### src/rtl/ps2_pkg.sv
// Shared constants and types for the PS/2 key event receiver.
package ps2_pkg;

    localparam logic [7:0] PS2_EXT = 8'hE0;
    localparam logic [7:0] PS2_BRK = 8'hF0;

    typedef struct packed {
        logic       extended;
        logic       brk;
        logic [7:0] code;
    } ps2_event_t;

    typedef enum logic [1:0] {
        IDLE,
        DATA,
        PARITY,
        STOP
    } frame_state_t;

endpackage

### src/rtl/ps2_frame_rx.sv
// PS/2 device-to-host frame receiver: pin conditioning, clock filter, frame FSM
// and inter-edge timeout. Emits one-cycle byte/error strobes.
module ps2_frame_rx
    import ps2_pkg::*;
#(
    parameter int unsigned CLK_FREQ_HZ = 50000000,
    parameter int unsigned FILTER_LEN  = 8,
    parameter int unsigned TIMEOUT_US  = 2000
) (
    input  logic       clk,
    input  logic       rst_n,
    input  logic       ps2_clk,
    input  logic       ps2_dat,
    output logic [7:0] byte_data,
    output logic       byte_valid,
    output logic       parity_err,
    output logic       timeout_err
);

    localparam int unsigned TO_CYCLES = CLK_FREQ_HZ / 1000000 * TIMEOUT_US;
    localparam int unsigned FW        = $clog2(FILTER_LEN + 1);
    localparam int unsigned TW        = $clog2(TO_CYCLES + 1);

    logic [1:0]    clk_sync;
    logic [1:0]    dat_sync;
    logic          clk_filt;
    logic [FW-1:0] filt_cnt;
    logic          fall_q;
    logic          dat_q;
    logic [TW-1:0] to_cnt;
    logic          to_expire_c;

    frame_state_t  state_q, state_d;
    logic [2:0]    bit_cnt_q, bit_cnt_d;
    logic [7:0]    shift_q, shift_d;
    logic          par_q, par_d;
    logic          byte_valid_d, parity_err_d, timeout_err_d;

    // Synchronizers plus a level filter; DAT is captured with the accepted fall.
    always_ff @(posedge clk or negedge rst_n) begin
        if (!rst_n) begin
            clk_sync <= 2'b11;
            dat_sync <= 2'b11;
            clk_filt <= 1'b1;
            filt_cnt <= '0;
            fall_q   <= 1'b0;
            dat_q    <= 1'b1;
        end else begin
            clk_sync <= {clk_sync[0], ps2_clk};
            dat_sync <= {dat_sync[0], ps2_dat};
            fall_q   <= 1'b0;
            if (clk_sync[1] == clk_filt) begin
                filt_cnt <= '0;
            end else if (filt_cnt == FW'(FILTER_LEN - 1)) begin
                clk_filt <= clk_sync[1];
                filt_cnt <= '0;
                fall_q   <= ~clk_sync[1];
                dat_q    <= dat_sync[1];
            end else begin
                filt_cnt <= filt_cnt + FW'(1);
            end
        end
    end

    assign to_expire_c = (state_q != IDLE) && !fall_q && (to_cnt == TW'(TO_CYCLES - 1));

    always_ff @(posedge clk or negedge rst_n) begin
        if (!rst_n) begin
            to_cnt <= '0;
        end else if (fall_q || state_q == IDLE || to_expire_c) begin
            to_cnt <= '0;
        end else begin
            to_cnt <= to_cnt + TW'(1);
        end
    end

    always_ff @(posedge clk or negedge rst_n) begin
        if (!rst_n) begin
            state_q     <= IDLE;
            bit_cnt_q   <= '0;
            shift_q     <= '0;
            par_q       <= 1'b0;
            byte_valid  <= 1'b0;
            parity_err  <= 1'b0;
            timeout_err <= 1'b0;
        end else begin
            state_q     <= state_d;
            bit_cnt_q   <= bit_cnt_d;
            shift_q     <= shift_d;
            par_q       <= par_d;
            byte_valid  <= byte_valid_d;
            parity_err  <= parity_err_d;
            timeout_err <= timeout_err_d;
        end
    end

    always_comb begin
        state_d       = state_q;
        bit_cnt_d     = bit_cnt_q;
        shift_d       = shift_q;
        par_d         = par_q;
        byte_valid_d  = 1'b0;
        parity_err_d  = 1'b0;
        timeout_err_d = 1'b0;
        if (to_expire_c) begin
            state_d       = IDLE;
            timeout_err_d = 1'b1;
        end else if (fall_q) begin
            unique case (state_q)
                IDLE: begin
                    if (!dat_q) begin
                        state_d   = DATA;
                        bit_cnt_d = '0;
                    end
                end
                DATA: begin
                    shift_d   = {dat_q, shift_q[7:1]};
                    bit_cnt_d = bit_cnt_q + 3'd1;
                    if (bit_cnt_q == 3'd7) begin
                        state_d = PARITY;
                    end
                end
                PARITY: begin
                    par_d   = dat_q;
                    state_d = STOP;
                end
                STOP: begin
                    // Odd parity: data bits plus parity bit must hold an odd count of ones.
                    if (dat_q && ((^shift_q) ^ par_q)) begin
                        byte_valid_d = 1'b1;
                    end else begin
                        parity_err_d = 1'b1;
                    end
                    state_d = IDLE;
                end
                default: state_d = IDLE;
            endcase
        end
    end

    assign byte_data = shift_q;

endmodule

### src/rtl/ps2_key_event_rx.sv
// PS/2 keyboard receiver: Set-2 E0/F0 prefix decoding into key events, buffered
// in a show-ahead FIFO with a valid/ready consumer handshake.
module ps2_key_event_rx
    import ps2_pkg::*;
#(
    parameter int unsigned CLK_FREQ_HZ = 50000000,
    parameter int unsigned FIFO_DEPTH  = 8,
    parameter int unsigned FILTER_LEN  = 8,
    parameter int unsigned TIMEOUT_US  = 2000
) (
    input  logic                               CLOCK_50,
    input  logic                               reset_n,
    input  logic                               PS2_CLK,
    input  logic                               PS2_DAT,
    output logic                               ev_valid,
    input  logic                               ev_ready,
    output logic [7:0]                         ev_code,
    output logic                               ev_break,
    output logic                               ev_extended,
    output logic                               parity_err,
    output logic                               timeout_err,
    output logic                               overflow,
    input  logic                               ovf_clr,
    output logic [$clog2(FIFO_DEPTH+1)-1:0]    fifo_count
);

    localparam int unsigned AW = $clog2(FIFO_DEPTH);
    localparam int unsigned CW = $clog2(FIFO_DEPTH + 1);

    logic [7:0]  rx_byte;
    logic        rx_valid;
    logic        ext_q, brk_q;
    logic        push_c, pop_c, full_c, wr_c, drop_c;
    ps2_event_t  push_ev_c;
    ps2_event_t  head_c;
    ps2_event_t  mem [FIFO_DEPTH];
    logic [AW-1:0] wr_ptr, rd_ptr;
    logic [CW-1:0] count_q, count_d;

    ps2_frame_rx #(
        .CLK_FREQ_HZ (CLK_FREQ_HZ),
        .FILTER_LEN  (FILTER_LEN),
        .TIMEOUT_US  (TIMEOUT_US)
    ) u_frame_rx (
        .clk         (CLOCK_50),
        .rst_n       (reset_n),
        .ps2_clk     (PS2_CLK),
        .ps2_dat     (PS2_DAT),
        .byte_data   (rx_byte),
        .byte_valid  (rx_valid),
        .parity_err  (parity_err),
        .timeout_err (timeout_err)
    );

    assign push_c    = rx_valid && (rx_byte != PS2_EXT) && (rx_byte != PS2_BRK);
    assign push_ev_c = '{extended: ext_q, brk: brk_q, code: rx_byte};

    // Prefix flags; any bad or abandoned frame discards a pending prefix.
    always_ff @(posedge CLOCK_50 or negedge reset_n) begin
        if (!reset_n) begin
            ext_q <= 1'b0;
            brk_q <= 1'b0;
        end else if (parity_err || timeout_err) begin
            ext_q <= 1'b0;
            brk_q <= 1'b0;
        end else if (rx_valid) begin
            if (rx_byte == PS2_EXT) begin
                ext_q <= 1'b1;
            end else if (rx_byte == PS2_BRK) begin
                brk_q <= 1'b1;
            end else begin
                ext_q <= 1'b0;
                brk_q <= 1'b0;
            end
        end
    end

    assign full_c  = (count_q == CW'(FIFO_DEPTH));
    assign pop_c   = ev_valid && ev_ready;
    assign wr_c    = push_c && (!full_c || pop_c);
    assign drop_c  = push_c && full_c && !pop_c;
    assign count_d = count_q + CW'(wr_c) - CW'(pop_c);

    always_ff @(posedge CLOCK_50 or negedge reset_n) begin
        if (!reset_n) begin
            for (int i = 0; i < int'(FIFO_DEPTH); i++) begin
                mem[i] <= '0;
            end
            wr_ptr   <= '0;
            rd_ptr   <= '0;
            count_q  <= '0;
            ev_valid <= 1'b0;
            overflow <= 1'b0;
        end else begin
            if (wr_c) begin
                mem[wr_ptr] <= push_ev_c;
                wr_ptr      <= wr_ptr + AW'(1);
            end
            if (pop_c) begin
                rd_ptr <= rd_ptr + AW'(1);
            end
            count_q  <= count_d;
            ev_valid <= (count_d != '0);
            // A drop in the same cycle as a clear keeps the flag set.
            if (drop_c) begin
                overflow <= 1'b1;
            end else if (ovf_clr) begin
                overflow <= 1'b0;
            end
        end
    end

    assign head_c      = mem[rd_ptr];
    assign ev_code     = head_c.code;
    assign ev_break    = head_c.brk;
    assign ev_extended = head_c.extended;
    assign fifo_count  = count_q;

endmodule

### config.mk
export PLATFORM = sky130hd
export DESIGN_NAME = ps2_key_event_rx
export DESIGN_NICKNAME = d
export VERILOG_FILES = /design/src/rtl/ps2_pkg.sv /design/src/rtl/ps2_frame_rx.sv /design/src/rtl/ps2_key_event_rx.sv
export SDC_FILE = /design/constraint.sdc
export NUM_CORES = 1
export LEC_CHECK = 0
export CAP_MARGIN = 20
export CORE_MARGIN = 5
export CORE_UTILIZATION = 60
export CTS_BUF_LIST = sky130_fd_sc_hd__clkbuf_16
export DETAILED_ROUTE_END_ITERATION = 7
export PLACE_DENSITY = 0.84
export SLEW_MARGIN = 15
export SYNTH_ARGS = -nofsm -noshare
export SYNTH_HDL_FRONTEND = slang
export SYNTH_SLANG_ARGS = --single-unit
### constraint.sdc
create_clock -name CLOCK_50 -period 4.1 [get_ports CLOCK_50]
set_input_delay 0.82 -clock CLOCK_50 [delete_from_list [all_inputs] [get_ports CLOCK_50]]
set_output_delay 0.82 -clock CLOCK_50 [all_outputs]
set_load 0.01 [all_outputs]
==> results of run 1 <==
[Yosys cell counts, types with 4 or more instances]
| master | instances |
|---|---|
| nand3_1 | 11 |
| buf_2 | 4 |
| xnor2_1 | 17 |
| nand4_1 | 8 |
| o21ai_0 | 7 |
| dfstp_2 | 6 |
| inv_1 | 15 |
| nand2_1 | 21 |
| xor2_1 | 7 |
| nor3_1 | 7 |
| nor2_1 | 26 |
| mux4_2 | 20 |
| mux2_2 | 90 |
| nor4_1 | 6 |
| a21oi_1 | 6 |
| clkbuf_1 | 10 |
| dfrtp_1 | 133 |
| ha_1 | 20 |
| mux2_4 | 10 |
[path summary, 6_finish.rpt]
check,endpoint,slack [ns],depth (start not counted)
worst max-delay path,ev_code[4],0.78,4
worst min-delay path,u_frame_rx.dat_sync[1],0.36,0
worst max register to register,ev_valid,1.00,9
worst min register to register,u_frame_rx.dat_sync[1],0.36,0
max in group asynchronous,u_frame_rx.clk_sync[1],2.75,2
min in group asynchronous,mem[70],0.44,1
[routing by layer]
layer / vias up / routed length, µm / track usage, %
li1: 1778 / - / -
met5: - / 0 / 0
met4: 0 / 120 / 7.05
met2: 85 / 6920 / 38.3
met3: 13 / 493 / 5.76
met1: 2033 / 5540 / 26.7
[per-stage QoR]
step,cells,hold slack (ns),instance area [µm²],worst slack [ns]
2_1_floorplan,473,0.345,6550,1.26
3_3_place_gp,623,0.347,6910,0.949
3_5_place_dp,623,0.348,6910,0.901
4_1_cts,654,0.360,7430,0.732
5_1_grt,654,0.361,7430,0.653
6_report,654,0.361,7430,0.775
[final cells by class]
type	count	area, µm²	share of cell area [%]
repair buffers	29	277	3.72
clock inverters	14	91.3	1.23
clock buffers	17	425	5.73
multi-input cells	300	2920	39.3
flip-flops and latches	139	3490	46.9
well taps	140	175	2.36
inverters	15	56.3	0.758
[state kept, by name, summed over array words and instances (netlist names), 3 cells and up]
| signal | cells |
|---|---|
| mem | 80 |
| u_frame_rx.to_cnt | 17 |
| u_frame_rx.byte_data | 8 |
| fifo_count | 4 |
| u_frame_rx.filt_cnt | 4 |
| rd_ptr | 3 |
| u_frame_rx.bit_cnt_q | 3 |
| wr_ptr | 3 |
[report_power, final]
| group | leakage, nW | total [mW] | internal, mW | switching, mW |
|---|---|---|---|---|
| sequential | 1.90 | 1.51 | 1.44 | 0.0715 |
| clock | 0.262 | 1.34 | 0.808 | 0.537 |
| combinational | 1.24 | 0.512 | 0.240 | 0.272 |
| total | 3.40 | 3.37 | 2.49 | 0.881 |
[critical path, cell delays in order, from the launching register on]
cell and delay (ns):
dfrtp_1 0.32, buf_4 0.40, mux4_2 0.57, mux2_2 0.31, clkdlybuf4s50_1 0.49
[kinds of logic after synthesis]
family / Yosys count / share of synthesized area, %
flip-flops: 139 / 53.2
multiplexers: 120 / 24.6
AND/OR/NAND/NOR: 110 / 9.93
buffers and inverters: 34 / 2.25
XOR/XNOR: 25 / 3.55
AO/OA/AOI/OAI: 24 / 2.31
adder cells (fa/ha/maj): 21 / 4.12
==> impl_metrics.toml, run 1 <==
[die]
die_x_um = 115
io_pins = 24
initial_core_util_pct = 60.7
num_rows = 38
die_y_um = 115
core_area_mm2 = 0.0108
die_area_mm2 = 0.0131

[yosys]
ys.flop_type = "dfrtp_1"
ys_seq_area_share_pct = 53.2
ys_warn_count = 0
syn_area_mm2 = 0.00655
netlist_instances = 473
yosysTopAreaCellShare_pct = 50.8
synth_nets = 500
ys_types = 51
synth_edf_count = 0
yosysTopAreaCell = "dfrtp_1"
synth_seq_cells = 139
postSynthAreaPerCell_um2 = 13.9
netlist_top_cells_area = "dfrtp_1 (51%), mux2_2 (15%), mux4_2 (6.9%), ha_1 (3.8%), dfstp_2 (2.4%)"
synth-async-reset-ratio_pct = 100

[placed_design]
portBuffers = 23
globalplace.congestion = 0.778
place.detailed.hpwl_mm = 7.92

[global_routing]
grt_max_degree = 86
grt_overflow = 0
grt_use_total_pct = 22.0
grt_pass1_vias = 4303
grt_pass1_wl_mm = 22.0
antenna_found_initial = 0

[worst_setup_path]
start_kind = "flip-flop"
crit_fanout = 22
arrival_ns = 2.50
critPathRequiredTime_ns = 3.28
crit_type = "flip-flop to output port"
cp-end-kind = "output port"
crit_start = "rd_ptr[0]"
crit-reg2reg-launch = "u_frame_rx.byte_data[3]"

[clock_tree]
post_cts_buffers = 0
cts_tree = "done"
cts-buffers-inserted = 17
cts_htree_levels = 4
ctsResizeCount = 0
clock_latency_ns = 0.41
cts_sinks = 139
path_clk_slew_ns = 0.05
cts_hold_buf = 0
cts_root_buffer = "clkbuf_16"
ctsLongestPathBuffers = 2

[sta]
fmax_ghz = 0.301
hold_violations = 0
relSlewSlack_pct = 33.4
layout_min_cycle_time_ns = 3.32
drv_slew = 0
min_period_over_period_pct = 81.1
rsz0062_at_grt = "false"
finalSetupViolCount = 0
skew_ns = 0.00806
fin_setup_tns_ns = 0
worstMarginPinSlew_ns = 0.991

[detailed_routing]
drt_iter0_drc = 349
via_per_inst = 5.98
drcViolationCount = 0
wl_mm = 13.1
first_pass_iters = 4
num_vias = 3909
antenna_left = 0
routedWlPerCell_um = 20.0

[run_status]
status = "finished clean"

[cells_and_area]
fin_util_pct = 68.8
drive_gt1_share_pct = 33.1
nNetsFinal = 529
synthToLayoutAreaGrowth_pct = 13.4
final_common_cell = "dfrtp_1"
layout_common_cells = "dfrtp_1 (133), mux2_2 (90), nor2_1 (26)"
n_antenna_cell = 0
fillers = 728

[power]
leakagePower_nw = 3.40
power_mw = 3.37
ir_worst_vdd_v = 0.000401
power_density_mw_per_mm2 = 454

[flow_run]
max_cap_violations = 0

[worst_hold_path]
hp-class = "flip-flop to flip-flop"
hold_path_startpoint = "u_frame_rx.dat_sync[0]"
(Power assumes the default switching activity.)
==> run 2: changes to the inputs <==
==> constraint.sdc (replaced) <==
create_clock -name CLOCK_50 -period 3.1 [get_ports CLOCK_50]
set_input_delay 0.62 -clock CLOCK_50 [delete_from_list [all_inputs] [get_ports CLOCK_50]]
set_output_delay 0.62 -clock CLOCK_50 [all_outputs]
set_load 0.01 [all_outputs]
==> run 2 against run 1 <==
  * Critical path depth unchanged
  * Critical endpoint unchanged
  * Highest routed layer unchanged
  * Non-clock buffer count up 10
  * Total power up 35%
  * Clock-buffer cell count unchanged
  * Largest power group unchanged
==> impl_metrics.toml, run 2 (synthesized netlist as in run 1, its figures left out) <==
[placed_design]
globalplace.congestion = 0.785
portBuffers = 23
dp_cells = 633
place.detailed.hpwl_mm = 8.25

[cells_and_area]
final_cells = 664
n_antenna_cell = 0
final_common_cell = "dfrtp_1"
synthToLayoutAreaGrowth_pct = 15.3
drive_gt1_share_pct = 34.5
largest_reg_flops = 80
layout_common_cells = "dfrtp_1 (133), mux2_2 (90), nor2_1 (26)"
nNetsFinal = 539
top_register = "mem"

[clock_tree]
cts-buffers-inserted = 17
cts_tree = "done"
cts_hold_buf = 0
ctsLongestPathBuffers = 2
ctsResizeCount = 0
clock_latency_ns = 0.41
path_clk_slew_ns = 0.06
cts_root_buffer = "clkbuf_16"
post_cts_buffers = 0
cts_sinks = 139
cts_htree_levels = 4

[power]
switching_share_pct = 25.4
internal_power_mw = 3.41
power_frac_clock_pct = 40.8
p_seq_share_pct = 43.8
power_switching_mw = 1.16
leakagePower_nw = 3.48
power_density_mw_per_mm2 = 604
combPwrFrac_pct = 15.4
ir_worst_vdd_v = 0.000586

[detailed_routing]
drt_iter0_drc = 227
antenna_left = 0
wl_mm = 12.7
via_per_inst = 5.90
num_vias = 3920
routedWlPerCell_um = 19.1
first_pass_iters = 4
drcViolationCount = 0

[worst_setup_path]
critPathBufInv = 2
r2r_cells = 9
start_kind = "flip-flop"
worst_path_max_delay_cell = "mux4_2"
crit_family = "multiplexers"
cp-end-kind = "output port"
reg2reg_to = "ev_valid"
worst-r2r-setup-slack_ns = 0.27
crit-reg2reg-launch = "u_frame_rx.byte_data[4]"
crit_type = "flip-flop to output port"
crit_fanout = 22
path_cells = "buf_12 -> mux4_2 -> mux2_2 -> clkdlybuf4s50_1"
arrival_ns = 2.35
cpPeakStageDelay_ns = 0.53
critPathRequiredTime_ns = 2.48
crit_start = "rd_ptr[0]"

[sta]
worstMarginPinSlew_ns = 0.617
min_period_over_period_pct = 95.7
fmax_ghz = 0.337
relSlewSlack_pct = 58.9
fin_setup_tns_ns = 0
layout_min_cycle_time_ns = 2.97
hold_violations = 0
skew_ns = 0.00951
finalSetupViolCount = 0
rsz0062_at_grt = "false"
drv_slew = 0

[die]
core_area_mm2 = 0.0108
io_pins = 24
die_x_um = 115
die_area_mm2 = 0.0131
num_rows = 38
die_y_um = 115
initial_core_util_pct = 60.7

[flow_run]
max_cap_violations = 0

[global_routing]
grt_overflow = 0
grt_max_degree = 59
grt_use_total_pct = 21.1
grt_pass1_vias = 4208
antenna_found_initial = 0
grt_pass1_wl_mm = 21.3

[worst_hold_path]
hp-class = "input port to async pin"

[run_status]
status = "finished clean"
run 2: changes by cell type in the layout (fill, tap and decap cells not counted):
cell | before | now
buf_4 | 6 | 14
bufinv_16 | 1 | 2
inv_1 | 18 | 20
buf_12 | 0 | 2
clkinv_1 | 4 | 1
run 2: final cells by class:
type,count,area [µm²]
Fill cell,697,3240
Multi-Input combinational cell,300,2920
Sequential cell,139,3490
Inverter,15,56.3
Timing Repair Buffer,39,377
Clock inverter,14,118
Clock buffer,17,425
Tap cell,140,175
run 2: worst reg2reg max path, stage by stage, from the launching register on:
cell and delay, ns:
dfrtp_1 0.52, inv_1 0.10, ha_1 0.28, nor2_2 0.14
o21a_1 0.21, nand2_1 0.13, o21ai_0 0.18, ha_1 0.21
fa_1 0.44, or4_1 0.52
run 2: power groups by stage:
| stage | Sequential, mW | Combinational (mW) | Clock (mW) |
|---|---|---|---|
| 3_3_place_gp | 2.03 | 0.690 | 0 |
| 5_1_grt | 2.01 | 0.785 | 1.98 |
| 3_5_place_dp | 2.03 | 0.718 | 0 |
| 2_1_floorplan | 2.01 | 0.471 | 0 |
| 4_1_cts | 2.00 | 0.723 | 1.89 |
| 6_report | 2.00 | 0.704 | 1.86 |
run 2: per-layer routing:
layer	global-route usage, %	up-vias	routed length [µm]
li1	-	1794	-
met5	0	-	0
met4	7.84	0	312
met2	34.9	84	6550
met3	4.81	28	417
met1	27.2	2014	5380
run 2: how the worst max path moves through the flow:
| stage | cells after the start | to |
|---|---|---|
| floorplan | 10 | ev_valid |
| global placement | 8 | ev_valid |
| detailed placement | 8 | ev_valid |
| CTS | 4 | ev_code[4] |
| global route | 9 | ev_valid |
| finish | 4 | ev_code[4] |
run 2: through the flow:
stage               hold WS, ns  utilization (%)  setup WS [ns]  area [µm²]  total power, mW
finish                    0.133             70.0          0.134        7560             4.56
floorplan                 0.324                -          0.258        6550             2.48
global placement          0.347             65.0          0.238        7010             2.72
global route              0.163             70.0         0.0347        7560             4.77
detailed placement        0.347             65.0          0.231        7010             2.75
CTS                       0.144             70.0          0.114        7560             4.62
==> run 3: changes to the inputs <==
--- a/config.mk
+++ b/config.mk
@@ -10,8 +10,8 @@
 export CORE_UTILIZATION = 60
 export CTS_BUF_LIST = sky130_fd_sc_hd__clkbuf_16
 export DETAILED_ROUTE_END_ITERATION = 7
-export PLACE_DENSITY = 0.84
-export SLEW_MARGIN = 15
+export PLACE_DENSITY = 0.89
+export SLEW_MARGIN = 5
 export SYNTH_ARGS = -nofsm -noshare
 export SYNTH_HDL_FRONTEND = slang
 export SYNTH_SLANG_ARGS = --single-unit
==> run 3 against run 2 <==
  * Register-to-register slack got worse by 0.08 ns
  * Clock skew decreased by 0.0015 ns
  * Clock power increased by 3%
  * Via count decreased by 0.48%
  * Core utilization about the same
  * Sequential share of layout area about the same
  * Flip-flop and latch count unchanged
  * Wire length increased by 2.3%
  * Die area unchanged
  * Highest routed layer unchanged
  * Largest cell class unchanged
  * Global-route usage increased by 0.79 points
  * Critical path type unchanged
  * Cell area about the same
==> impl_metrics.toml, run 3 (synthesized netlist as in run 1, its figures left out) <==
[run_status]
status = "finished clean"

[sta]
hold_violations = 0
min_period_over_period_pct = 95.7
skew_ns = 0.00798
rsz0062_at_grt = "false"
fmax_ghz = 0.337
layout_min_cycle_time_ns = 2.97
finalSetupViolCount = 0
drv_slew = 0
worstMarginPinSlew_ns = 0.801
relSlewSlack_pct = 46.6
setup_ws_ns = 0.133
fin_setup_tns_ns = 0

[clock_tree]
ctsResizeCount = 0
cts_sinks = 139
post_cts_buffers = 0
cts_root_buffer = "clkbuf_16"
cts_hold_buf = 0
cts_tree = "done"
cts-buffers-inserted = 17
cts_htree_levels = 4
ctsLongestPathBuffers = 2
path_clk_slew_ns = 0.06
clock_latency_ns = 0.42

[cells_and_area]
fillers = 674
layout_common_cells = "dfrtp_1 (133), mux2_2 (90), nor2_1 (26)"
fin_util_pct = 70.0
final_cells = 662
fin_area_mm2 = 0.00755
n_antenna_cell = 0
synthToLayoutAreaGrowth_pct = 15.3
final_common_cell = "dfrtp_1"
largest_reg_flops = 80
nNetsFinal = 536
top_register = "mem"
drive_gt1_share_pct = 34.9

[detailed_routing]
via_per_inst = 5.89
drt_iter0_drc = 326
wl_mm = 13.0
drcViolationCount = 0
num_vias = 3901
antenna_left = 0
routedWlPerCell_um = 19.6
first_pass_iters = 4

[power]
leakagePower_nw = 3.45
ir_worst_vdd_v = 0.000430
power_density_mw_per_mm2 = 611

[placed_design]
globalplace.congestion = 0.809
dpl-instance-area_mm2 = 0.00699
dp_slack_ns = 0.192
portBuffers = 23
dp_cells = 630
place.detailed.hpwl_mm = 8.03

[die]
die_x_um = 115
die_area_mm2 = 0.0131
die_y_um = 115
num_rows = 38
io_pins = 24
core_area_mm2 = 0.0108
initial_core_util_pct = 60.7

[worst_setup_path]
crit_family = "multiplexers"
path_cells = "buf_12 -> mux4_2 -> mux2_2 -> clkdlybuf4s50_1"
cp-end-kind = "output port"
crit_fanout = 22
crit-reg2reg-launch = "u_frame_rx.byte_data[4]"
crit_type = "flip-flop to output port"
worst-r2r-setup-slack_ns = 0.19
critPathRequiredTime_ns = 2.48
start_kind = "flip-flop"
reg2reg_to = "ev_valid"
r2r_cells = 9
worst_path_max_delay_cell = "mux4_2"
critPathBufInv = 2
arrival_ns = 2.35
cpPeakStageDelay_ns = 0.53

[flow_run]
max_cap_violations = 0

[global_routing]
antenna_found_initial = 0
grt_overflow = 0
grt_pass1_wl_mm = 22.0
grt_max_degree = 89
grt_use_total_pct = 21.9
grt_pass1_vias = 4251

[worst_hold_path]
hp-class = "input port to async pin"
run 3: worst max path at each step:
stage	depth (start not counted)	start	slack (ns)	to
after floorplan	10	u_frame_rx.byte_data[1]	0.26	ev_valid
after global placement	8	ev_ready	0.25	ev_valid
after detailed placement	8	ev_ready	0.19	ev_valid
after CTS	4	rd_ptr[0]	0.11	ev_code[4]
after global routing	9	u_frame_rx.byte_data[4]	0.02	ev_valid
final	4	rd_ptr[0]	0.13	ev_code[4]
run 3: power breakdown:
part	switching [mW]	internal, mW	leakage (nW)
Sequential	0.100	1.91	1.90
Combinational	0.349	0.336	1.28
Clock	0.756	1.17	0.270
run 3: stage by stage:
| step | hold slack, ns | total power [mW] |
|---|---|---|
| CTS | 0.303 | 4.66 |
| global route | 0.341 | 4.82 |
| detailed placement | 0.347 | 2.74 |
| global placement | 0.346 | 2.71 |
| floorplan | 0.324 | 2.48 |
| finish | 0.276 | 4.61 |
run 3: area by class of cell:
cell class              count  area [µm²]  share of cell area (%)
clock buffers              17         425                    5.63
clock inverters            15         138                    1.82
inverters                  15        56.3                   0.745
multi-input cells         300        2920                    38.6
flip-flops and latches    139        3490                    46.1
well taps                 140         175                    2.32
repair buffers             36         354                    4.69
run 3: routing by layer:
layer / vias up / global-route usage (%) / share of wire (%)
li1: 1776 / - / -
met1: 2029 / 28.1 / 43
met2: 82 / 36.2 / 51
met3: 14 / 5.81 / 4.1
met4: 0 / 7.05 / 1.7
met5: - / 0 / 0
